==> src/rtl/uart_transmitter.sv <==
// UART transmitter: start bit, 5-8 data bits LSB-first, optional parity, 1-2 stop bits, 16 clken ticks per bit.
// Optional CTS flow control is enabled by defining UART_TX_CTS_FLOW_EN.
module uart_transmitter #(
    parameter int DATA_WIDTH = 8
) (
    input  logic                  clk,
    input  logic                  reset,
    input  logic                  clken,
    input  logic                  tx_start,
    input  logic [DATA_WIDTH-1:0] tx_data,
    input  logic [1:0]            cfg_data_bit_num,
    input  logic                  cfg_stop_bit_num,
    input  logic                  cfg_parity_en,
    input  logic                  cfg_parity_type,
    input  logic                  host_read_stt_tx_done,
    input  logic                  cts_n,
    output logic                  tx,
    output logic                  stt_tx_busy,
    output logic                  stt_tx_done
);

    typedef enum logic [2:0] {IDLE, START, DATA, PARITY, STOP} state_t;

    state_t state, state_next;
    logic [3:0] sample, sample_next;
    logic [2:0] bitpos, bitpos_next;
    logic       stop_cnt, stop_cnt_next;
    logic [7:0] shift, shift_next;
    logic       parity, parity_next;
    logic [1:0] nbits, nbits_next;
    logic       stop2, stop2_next;
    logic       par_en, par_en_next;
    logic       tx_next, busy_next, done_next;

    logic [DATA_WIDTH+7:0] padded;
    logic [7:0] char_in;
    logic [7:0] char_mask;
    logic       accept;
    logic       bit_end;
    logic       unused_inputs;

    // Zero-padding lets any DATA_WIDTH feed the 8-bit character path.
    assign padded    = {8'h00, tx_data};
    assign char_in   = padded[7:0];
    assign char_mask = 8'hFF >> (2'd3 - cfg_data_bit_num);
    assign bit_end   = clken && (sample == 4'd15);

`ifdef UART_TX_CTS_FLOW_EN
    assign accept        = (state == IDLE) && tx_start && !cts_n;
    assign unused_inputs = ^padded;
`else
    assign accept        = (state == IDLE) && tx_start;
    assign unused_inputs = ^{padded, cts_n};
`endif

    always_comb begin
        state_next    = state;
        sample_next   = sample;
        bitpos_next   = bitpos;
        stop_cnt_next = stop_cnt;
        shift_next    = shift;
        parity_next   = parity;
        nbits_next    = nbits;
        stop2_next    = stop2;
        par_en_next   = par_en;
        done_next     = stt_tx_done;

        if (state != IDLE && clken)
            sample_next = sample + 4'd1;

        case (state)
            IDLE: begin
                if (accept) begin
                    state_next  = START;
                    sample_next = 4'd0;
                    shift_next  = char_in;
                    nbits_next  = cfg_data_bit_num;
                    stop2_next  = cfg_stop_bit_num;
                    par_en_next = cfg_parity_en;
                    parity_next = ^(char_in & char_mask) ^ cfg_parity_type;
                end
            end
            START: begin
                if (bit_end) begin
                    state_next  = DATA;
                    bitpos_next = 3'd0;
                end
            end
            DATA: begin
                if (bit_end) begin
                    bitpos_next = bitpos + 3'd1;
                    if (bitpos == 3'd4 + {1'b0, nbits}) begin
                        state_next    = par_en ? PARITY : STOP;
                        stop_cnt_next = 1'b0;
                    end
                end
            end
            PARITY: begin
                if (bit_end) begin
                    state_next    = STOP;
                    stop_cnt_next = 1'b0;
                end
            end
            STOP: begin
                if (bit_end) begin
                    if (stop_cnt == stop2) begin
                        state_next = IDLE;
                        done_next  = 1'b1;
                    end else begin
                        stop_cnt_next = 1'b1;
                    end
                end
            end
            default: state_next = IDLE;
        endcase

        // A host read on the same cycle as completion leaves the flag clear.
        if (host_read_stt_tx_done)
            done_next = 1'b0;

        busy_next = (state_next != IDLE);
        case (state_next)
            START:   tx_next = 1'b0;
            DATA:    tx_next = shift_next[bitpos_next];
            PARITY:  tx_next = parity_next;
            default: tx_next = 1'b1;
        endcase
    end

    always_ff @(posedge clk) begin
        if (reset) begin
            state       <= IDLE;
            sample      <= 4'd0;
            bitpos      <= 3'd0;
            stop_cnt    <= 1'b0;
            shift       <= 8'h00;
            parity      <= 1'b0;
            nbits       <= 2'd0;
            stop2       <= 1'b0;
            par_en      <= 1'b0;
            tx          <= 1'b1;
            stt_tx_busy <= 1'b0;
            stt_tx_done <= 1'b0;
        end else begin
            state       <= state_next;
            sample      <= sample_next;
            bitpos      <= bitpos_next;
            stop_cnt    <= stop_cnt_next;
            shift       <= shift_next;
            parity      <= parity_next;
            nbits       <= nbits_next;
            stop2       <= stop2_next;
            par_en      <= par_en_next;
            tx          <= tx_next;
            stt_tx_busy <= busy_next;
            stt_tx_done <= done_next;
        end
    end

endmodule

==> config.mk <==
export PLATFORM = sky130hd
export DESIGN_NAME = uart_transmitter
export DESIGN_NICKNAME = d
export VERILOG_FILES = /design/src/rtl/uart_transmitter.sv
export SDC_FILE = /design/constraint.sdc
export NUM_CORES = 1
export LEC_CHECK = 0
export ABC_AREA = 1
export BUFFER_PORTS_ARGS = -buffer_cell sky130_fd_sc_hd__buf_2
export CAP_MARGIN = 40
export CORE_ASPECT_RATIO = 1.25
export CORE_MARGIN = 5
export CORE_UTILIZATION = 45
export CTS_BUF_LIST = sky130_fd_sc_hd__clkbuf_4
export DETAILED_ROUTE_END_ITERATION = 10
export MAX_ROUTING_LAYER = met4
export PLACE_DENSITY = 0.66
export RECOVER_POWER = 25
export SYNTH_ARGS = -nofsm -noshare
export SYNTH_HDL_FRONTEND = slang
export SYNTH_SLANG_ARGS = --single-unit
==> constraint.sdc <==
create_clock -name clk -period 1.65 [get_ports clk]
set_input_delay 0.33 -clock clk [delete_from_list [all_inputs] [get_ports clk]]
set_output_delay 0.33 -clock clk [all_outputs]
set_load 0.02 [all_outputs]
======== After elaboration in Yosys (flattened, before gate mapping) ========
Cells that the tools add are included.
operators by class
  add/subtract/negate cells ............... 4
  bitwise operators ....................... 2
  shifts and indexed selects .............. 1
  reduce and logical (&&, ||, !) cells .... 12
  order comparisons ....................... 1
  eq/ne operators ......................... 15
  multiplexer cells ....................... 28
operators with widths
  cell                                                                   number
  3-bit two-way mux                                                      10
  8-bit two-way mux                                                      2
  3-bit case mux with 5 select lines                                     1
  3-bit by 2-bit equality test with 1-bit output, second input constant  4
  4-bit two-way mux                                                      3
  2-bit != test, second input constant                                   5
  3-bit nonzero test                                                     3
  8-bit bitwise AND                                                      1
  1-bit two-way mux                                                      8
  8-bit parity                                                           1
  8-bit by 2-bit right shift with 8-bit output, first input constant     1
  3-bit by 1-bit equality test with 1-bit output, second input constant  2
  1-bit case mux with 3 select lines                                     2
  3-bit case mux with 2 select lines                                     1
  6-bit AND reduction                                                    1
  4-bit by 1-bit adder with 4-bit output, second input constant          1
  4-bit equality test, second input constant                             1
  3-bit by 4-bit < comparator with 1-bit output, second input constant   1
  3-bit by 1-bit adder with 3-bit output, second input constant          1
  3-bit by 2-bit adder with 3-bit output, first input constant           1
  1-bit binary-select mux with 3-bit select                              1
  3-bit equality test                                                    1
  3-bit equality test, second input constant                             1
  1-bit logical AND                                                      3
  other kinds (7)                                                        7
storage, ports and cells
  output and inout bits ................... 3
  input port bits ......................... 19
  logic and storage cells ................. 75
  register bits ........................... 27

======== Depth between registers and ports, before layout ========
Gate-level depths: netlist (run 1).
  depth after elaboration ................. 8
  mapped depth ............................ 15
  depth with buffers taken out ............ 15

======== Least setup slack after synthesis (run 1) ========
No wires, ideal clock.
  path kind ............................... register to register
  start ................................... register sample[0]
  end ..................................... register tx
  clock period less this slack ............ 1.803 ns
  setup time .............................. 0.120 ns
  setup slack ............................. -0.153 ns
  cell stages (with the launch flop) ...... 16
  arrival time ............................ 1.683 ns
  required time ........................... 1.530 ns
  buffers on the path ..................... 0
  cells stage by stage .................... dfxtp_1 ha_1 nand2_1 nor2_4 inv_2 ha_1 inv_1 nand3_1 nand2_1 inv_2 nand2_2 nand2_1 nand3_1 nand3_1 nand3_1 nand3_1
between the ends
  word-level cells in the longest chain between the ends .. 7
  elaborated cells on any way between the ends .. 16
  those cells by class .................... eq/ne (4); mux (11); reduce/logical (1)
ends and longest elaborated chain
  element                                    RTL line  text
  from (decl)                                25        logic [3:0] sample, sample_next;
  from (signal assigned)                     146       sample <= sample_next;
  4-bit equality test *                      46        assign bit_end = clken && (sample == 4'd15);
  1-bit logical AND *                        46
  3-bit two-way mux (on tied branches)       90, 84
  3-bit case mux with 2 select lines         71        case (state)
  1-bit binary-select mux with 3-bit select  124       DATA: tx_next = shift_next[bitpos_next];
  1-bit two-way mux (implied by the code)    124
  1-bit case mux with 3 select lines *       122       case (state_next)
  to (signal assigned)                       154       tx <= tx_next;
  to (decl)                                  17        output logic tx,
Mark *: on every way between the ends. The rest lies on a longest branch, timed or not. The select of a mux whose other input is x is not followed.
A chain may end at the register's enable or synchronous reset.

======== Final worst setup path (run 1) ========
Ends and elaborated chain as after synthesis.

==> results.toml, run 1 <==
[clock_network]
postCtsSetupBuffers = 0
cts_tree = "built"
path_clk_slew_ns = 0.15
cts-root-buf = "clkbuf_4"
htreeDepth = 1
clockBufferDepth = 2
cts_hold_buf = 0
cts_buffers = 3
clock_latency_ns = 0.32
cts.sinks = 27

[logic_synthesis]
ys_ff_latch = 27
netlist_area_um2 = 1610
yosysSeqAreaShare_pct = 33.7
synth_area_per_cell_um2 = 6.72
ys_warn_count = 0
netlist_instances = 239
syn_nets = 261
ys_types = 31

[timing]
whs_ns = 0.153
fin_setup_tns_ns = -0.121
min_period_ns = 1.77
slew_headroom_pct = 77.4
finalClockSkew_ns = 0.00942
timing.final.ws_setup_ns = -0.121
max_freq_mhz = 565
finalSetupViolations = 1
tightest_slew_ns = 0.335
report.final.slew_viol_count = 0
rsz0062_at_grt = "true"
hold_violations = 0
layout_worst_path_cycle_share_pct = 107

[outcome]
status = "finished, violations left"
violations = "negative setup slack"

[placement]
portBuffers = 20
gp_congestion = 0.779
hpwl_um = 2790
place_area_um2 = 1860

[global_route]
gr-total-overflow = 0
grt_pass1_wl_um = 6290
first_global_vias = 1438
grt_max_degree = 19
grt_usage_pct = 15.8
antenna_found_initial = 0

[layout]
seqCellArea_um2 = 549
final_area_um2 = 1970
num_antenna_cells = 0
syn_to_final_growth_pct = 22.8
multi_input_area_um2 = 1010
fillers = 356
drive_above_1_share_pct = 33.5
final_nets = 295

[min_path]
hp-class = "in -> reg"

[worst_setup_path]
worstPathRequired_ns = 1.88
rr_endpoint = "tx$_SDFF_PP1_"
max_stage_delay_ns = 0.40
crit_path_cell_trace = "ha_4 -> nand2_4 -> nor2_4 -> inv_2 -> ha_4 -> inv_2 -> nand3_2 -> nand2_2 -> inv_4 -> nand3_1 -> nand3_2 -> nand3_2 -> nand3_2 -> nand3_1"
path_class = "reg -> reg"
cp_slowest_cell = "dfxtp_4"
crit_path_end = "tx$_SDFF_PP1_"
r2r-start = "sample[0]$_SDFF_PP0_"
arrival_ns = 2.00
cp-end-kind = "flop"
start_kind = "flop"
rrSetupSlack_ns = -0.12
reg2regPathDepth = 14
cp-startpoint = "sample[0]$_SDFF_PP0_"
worstPathMaxFanout = 6
timing.critical_path.mode_cell = "nand3_2"

[floorplan]
num_rows = 24
core-area_um2 = 3480
initial_core_util_pct = 46.1
die_area_um2 = 4870
die_x_um = 63.4
pin_count = 22
die_h_um = 76.8

[route]
vias = 1526
wl_per_cell_um = 11.7
dr.pass1.iters = 4
drc = 0
drt-total-wl_um = 3630
post_drt_via_cell_ratio = 4.91
ant_nets = 0
drtIter0Drc = 34

[power]
ir_drop_v = 0.000494
p_leak_nw = 0.960
power_density_nw_per_um2 = 636

[job]
maxCapViolCount = 0
[cell usage after synthesis (all sizes together)]
cell type   n  area [um^2]
o21a        1         7.51
a31o        1         8.76
a211oi      3         22.5
nand4       5         31.3
nand3b      1         7.51
o211ai      1         7.51
buf         1         11.3
xnor2       2         17.5
nand2      67          269
xor2        3         26.3
a21oi      10         61.3
o21ai       5         28.8
inv        38          143
ha          3         37.5
dfxtp      27          541
clkbuf      2         7.51
nor3        4         25.0
or2         2         12.5
nor2       34          173
nand3      29          168
[metal layers]
| metal | part of all wire [%] | track usage [%] | vias up |
|---|---|---|---|
| met5 | 0 | - | - |
| met3 | 2.0 | 1.32 | 4 |
| met2 | 54 | 27.9 | 18 |
| met1 | 42 | 18.9 | 681 |
| li1 | - | - | 823 |
| met4 | 1.6 | 4.57 | 0 |
[state kept, by name, summed over array words and instances, names as in the netlist, 2 cells and up]
signal / flops
nbits: 2
state: 3
bitpos: 3
sample: 4
shift: 8
[through the flow]
| stage | util (%) | std cells | total power [W] | setup WS [ns] |
|---|---|---|---|---|
| 2_1_floorplan | - | 239 | 0.000885 | -0.0916 |
| 3_3_place_gp | 53.3 | 307 | 0.000961 | -0.0952 |
| 3_5_place_dp | 53.3 | 307 | 0.000965 | -0.0961 |
| 4_1_cts | 54.3 | 311 | 0.00126 | -0.0889 |
| 5_1_grt | 56.6 | 311 | 0.00134 | -0.219 |
| 6_report | 56.6 | 311 | 0.00125 | -0.121 |
[timing repair]
item,in CTS,in global routing
gates resized for setup,3,23
cloned,0,0
endpoints found under the setup margin,1,4
pin swaps,2,9
[cell usage in the layout, fill, tap and decap left out, types with 4 or more instances in the layout]
cell / n
nor2_1: 25
dfxtp_1: 22
a21oi_1: 9
buf_2: 18
inv_1: 28
inv_2: 9
dfxtp_2: 4
nand3_2: 11
nand4_1: 5
nand3_1: 17
nand2_2: 12
nand2_1: 53
nor2_4: 7
buf_4: 12
[report_power, final]
part | internal, W | switching [W] | total, W
logic | 0.000102 | 0.000159 | 0.000260
clock network | 0.0000908 | 0.000198 | 0.000289
registers | 0.000688 | 0.0000166 | 0.000704
[area by class of cell]
| cell class | instances | area share (%) |
|---|---|---|
| Clock inverter | 1 | 0.254 |
| Sequential cell | 27 | 27.9 |
| Timing Repair Buffer | 32 | 9.52 |
| Inverter | 38 | 7.36 |
| Clock buffer | 3 | 1.14 |
| Multi-Input combinational cell | 171 | 51.4 |
| Tap cell | 39 | 2.47 |
[cell families (layout without fill, tap and decap cells)]
| kind of cell | count (synthesis) | count (layout) | synth area share (%) |
|---|---|---|---|
| AND/OR/NAND/NOR | 142 | 142 | 42.7 |
| adder cells (fa/ha/maj) | 3 | 3 | 2.34 |
| flip-flops | 27 | 27 | 33.7 |
| buffers and inverters | 41 | 74 | 10.1 |
| AO/OA/AOI/OAI | 21 | 21 | 8.50 |
| XOR/XNOR | 5 | 5 | 2.73 |
[critical path, delay by kind of cell (launching register included)]
family,cells,cell delay [ns]
adder cells (fa/ha/maj),2,0.40
buffers and inverters,3,0.17
flip-flops,1,0.40
AND/OR/NAND/NOR,9,0.71
[worst min-delay path by stage]
stage / startpoint / to / slack (ns) / depth (start not counted)
floorplan: reset / nbits[0]$_SDFFE_PP0P_ / 0.41 / 1
global placement: nbits[1]$_SDFFE_PP0P_ / nbits[1]$_SDFFE_PP0P_ / 0.46 / 2
detailed placement: nbits[1]$_SDFFE_PP0P_ / nbits[1]$_SDFFE_PP0P_ / 0.47 / 2
CTS: host_read_stt_tx_done / stt_tx_done$_SDFFE_PP0P_ / 0.14 / 2
global route: host_read_stt_tx_done / stt_tx_done$_SDFFE_PP0P_ / 0.12 / 2
finish: host_read_stt_tx_done / stt_tx_done$_SDFFE_PP0P_ / 0.15 / 2
(Power assumes the default switching activity.)
==> inputs of run 2 (changes only) <==
Settings changed: CTS_BUF_LIST sky130_fd_sc_hd__clkbuf_4 to sky130_fd_sc_hd__clkbuf_16, REMOVE_ABC_BUFFERS from default to 1.
==> results.toml, run 2 (synthesis results as in run 1) <==
[global_route]
grt_max_degree = 16
antenna_found_initial = 0
gr-total-overflow = 0
first_global_vias = 1434
grt_usage_pct = 15.6
grt_pass1_wl_um = 6130

[clock_network]
cts_tree = "built"
path_clk_slew_ns = 0.07
htreeDepth = 1
cts-root-buf = "clkbuf_16"
clockBufferDepth = 2
clock_latency_ns = 0.26
cts_buffers = 3
cts.sinks = 27

[timing]
hold_violations = 0
finalSetupViolations = 1
timing.final.ws_setup_ns = -0.0695
fin_setup_tns_ns = -0.0695
tightest_slew_ns = 0.419
layout_worst_path_cycle_share_pct = 104
max_freq_mhz = 582
finalClockSkew_ns = 0.00360
min_period_ns = 1.72
report.final.slew_viol_count = 0
slew_headroom_pct = 71.8
rsz0062_at_grt = "true"

[worst_setup_path]
r2r-start = "sample[0]$_SDFF_PP0_"
reg2regPathDepth = 15
worstPathMaxFanout = 6
worstPathRequired_ns = 1.80
path_class = "reg -> reg"
arrival_ns = 1.87
rr_endpoint = "tx$_SDFF_PP1_"
start_kind = "flop"
rrSetupSlack_ns = -0.07
cp-end-kind = "flop"

[layout]
drive_above_1_share_pct = 29.9
final_cell_mix = "nand2_1 (56), inv_1 (28), nor2_1 (25), dfxtp_1 (25), nand3_1 (19)"
mostFrequentLayoutCell = "nand2_1"
max_flop_register = "shift"
final_area_um2 = 1980
final_nets = 294
num_antenna_cells = 0
fillers = 356
top_regs = "shift (8), sample (4)"
syn_to_final_growth_pct = 23.5
utilization_pct = 56.9
largest_reg_flops = 8

[floorplan]
core-area_um2 = 3480
die_x_um = 63.4
die_h_um = 76.8
pin_count = 22
initial_core_util_pct = 46.1
num_rows = 24
die_area_um2 = 4870

[route]
drtIter0Drc = 45
wl_per_cell_um = 11.4
drt-total-wl_um = 3530
routed-wl-met3_um = 77
drc = 0
ant_nets = 0
post_drt_via_cell_ratio = 4.90
vias = 1519
m1WireLength_um = 1600
top_layer = "met4"
route.met2.wl_um = 1810
dr.pass1.iters = 4

[power]
ir_drop_v = 0.000638
power_density_nw_per_um2 = 764
p_leak_nw = 0.962

[min_path]
hp-class = "in -> reg"
min_to = "stt_tx_done$_SDFFE_PP0P_"
hold_depth = 2
worstHoldStart = "host_read_stt_tx_done"

[outcome]
status = "finished, violations left"
violations = "negative setup slack"

[placement]
place_ws_ns = -0.142
gp_congestion = 0.805
hpwl_um = 2730
portBuffers = 20
place_area_um2 = 1810

[job]
maxCapViolCount = 0
run 2: changes by cell type in the layout (fill, tap and decap cells not counted), sizes merged:
cell,delta
clkbuf,+1
buf,-2
run 2: worst max path at each step:
stage | slack (ns) | cells past startpoint | to | startpoint
final | -0.07 | 15 | tx$_SDFF_PP1_ | sample[0]$_SDFF_PP0_
after global placement | -0.12 | 15 | tx$_SDFF_PP1_ | sample[0]$_SDFF_PP0_
after floorplan | -0.15 | 15 | tx$_SDFF_PP1_ | sample[0]$_SDFF_PP0_
after global routing | -0.19 | 15 | tx$_SDFF_PP1_ | sample[0]$_SDFF_PP0_
after detailed placement | -0.14 | 15 | tx$_SDFF_PP1_ | sample[0]$_SDFF_PP0_
after CTS | -0.10 | 14 | tx$_SDFF_PP1_ | sample[1]$_SDFF_PP0_
run 2: per-layer routing:
layer	vias up	global-route usage [%]
met5	-	-
met4	0	4.99
met3	4	2.34
met2	9	27.0
met1	680	18.2
li1	826	-
run 2: worst max-delay path: stages, from the launching register on:
cell and delay [ns]:
dfxtp_2 0.35, ha_4 0.15, nand2_4 0.05, nor2_4 0.09
inv_2 0.06, ha_4 0.21, inv_2 0.05, nand3_2 0.07
nand2_2 0.09, inv_4 0.06, nand2_4 0.08, nand2_2 0.06
nand3_2 0.09, nand3_2 0.06, nand3_1 0.08, nand3_1 0.06
run 2: layout make-up:
class	count	area, um^2	area share (%)
clock buffers	3	75.1	3.79
inverters	38	145	7.32
well taps	39	48.8	2.46
clock inverters	1	5.00	0.253
repair buffers	31	179	9.03
multi-input cells	171	986	49.7
flip-flops and latches	27	543	27.4
run 2: report_power, final:
part           internal (W)  leakage (nW)  switching [W]
Clock              0.000327        0.0409       0.000231
Sequential         0.000688         0.222      0.0000167
Combinational     0.0000996         0.699       0.000152
run 2: repair_timing:
| action | CTS | global route |
|---|---|---|
| endpoints found under the setup margin | 1 | 3 |
| hold buffers | 0 | 0 |
| buffers inserted | 1 | 0 |
| pin swaps | 5 | 7 |
| resized for setup | 8 | 13 |
run 2: stage by stage:
step                power (W)  std cells  hold slack, ns
finish                0.00151        310           0.228
global route          0.00159        310           0.229
CTS                   0.00152        310           0.229
detailed placement   0.000962        305           0.478
global placement     0.000958        305           0.470
floorplan            0.000873        236           0.399
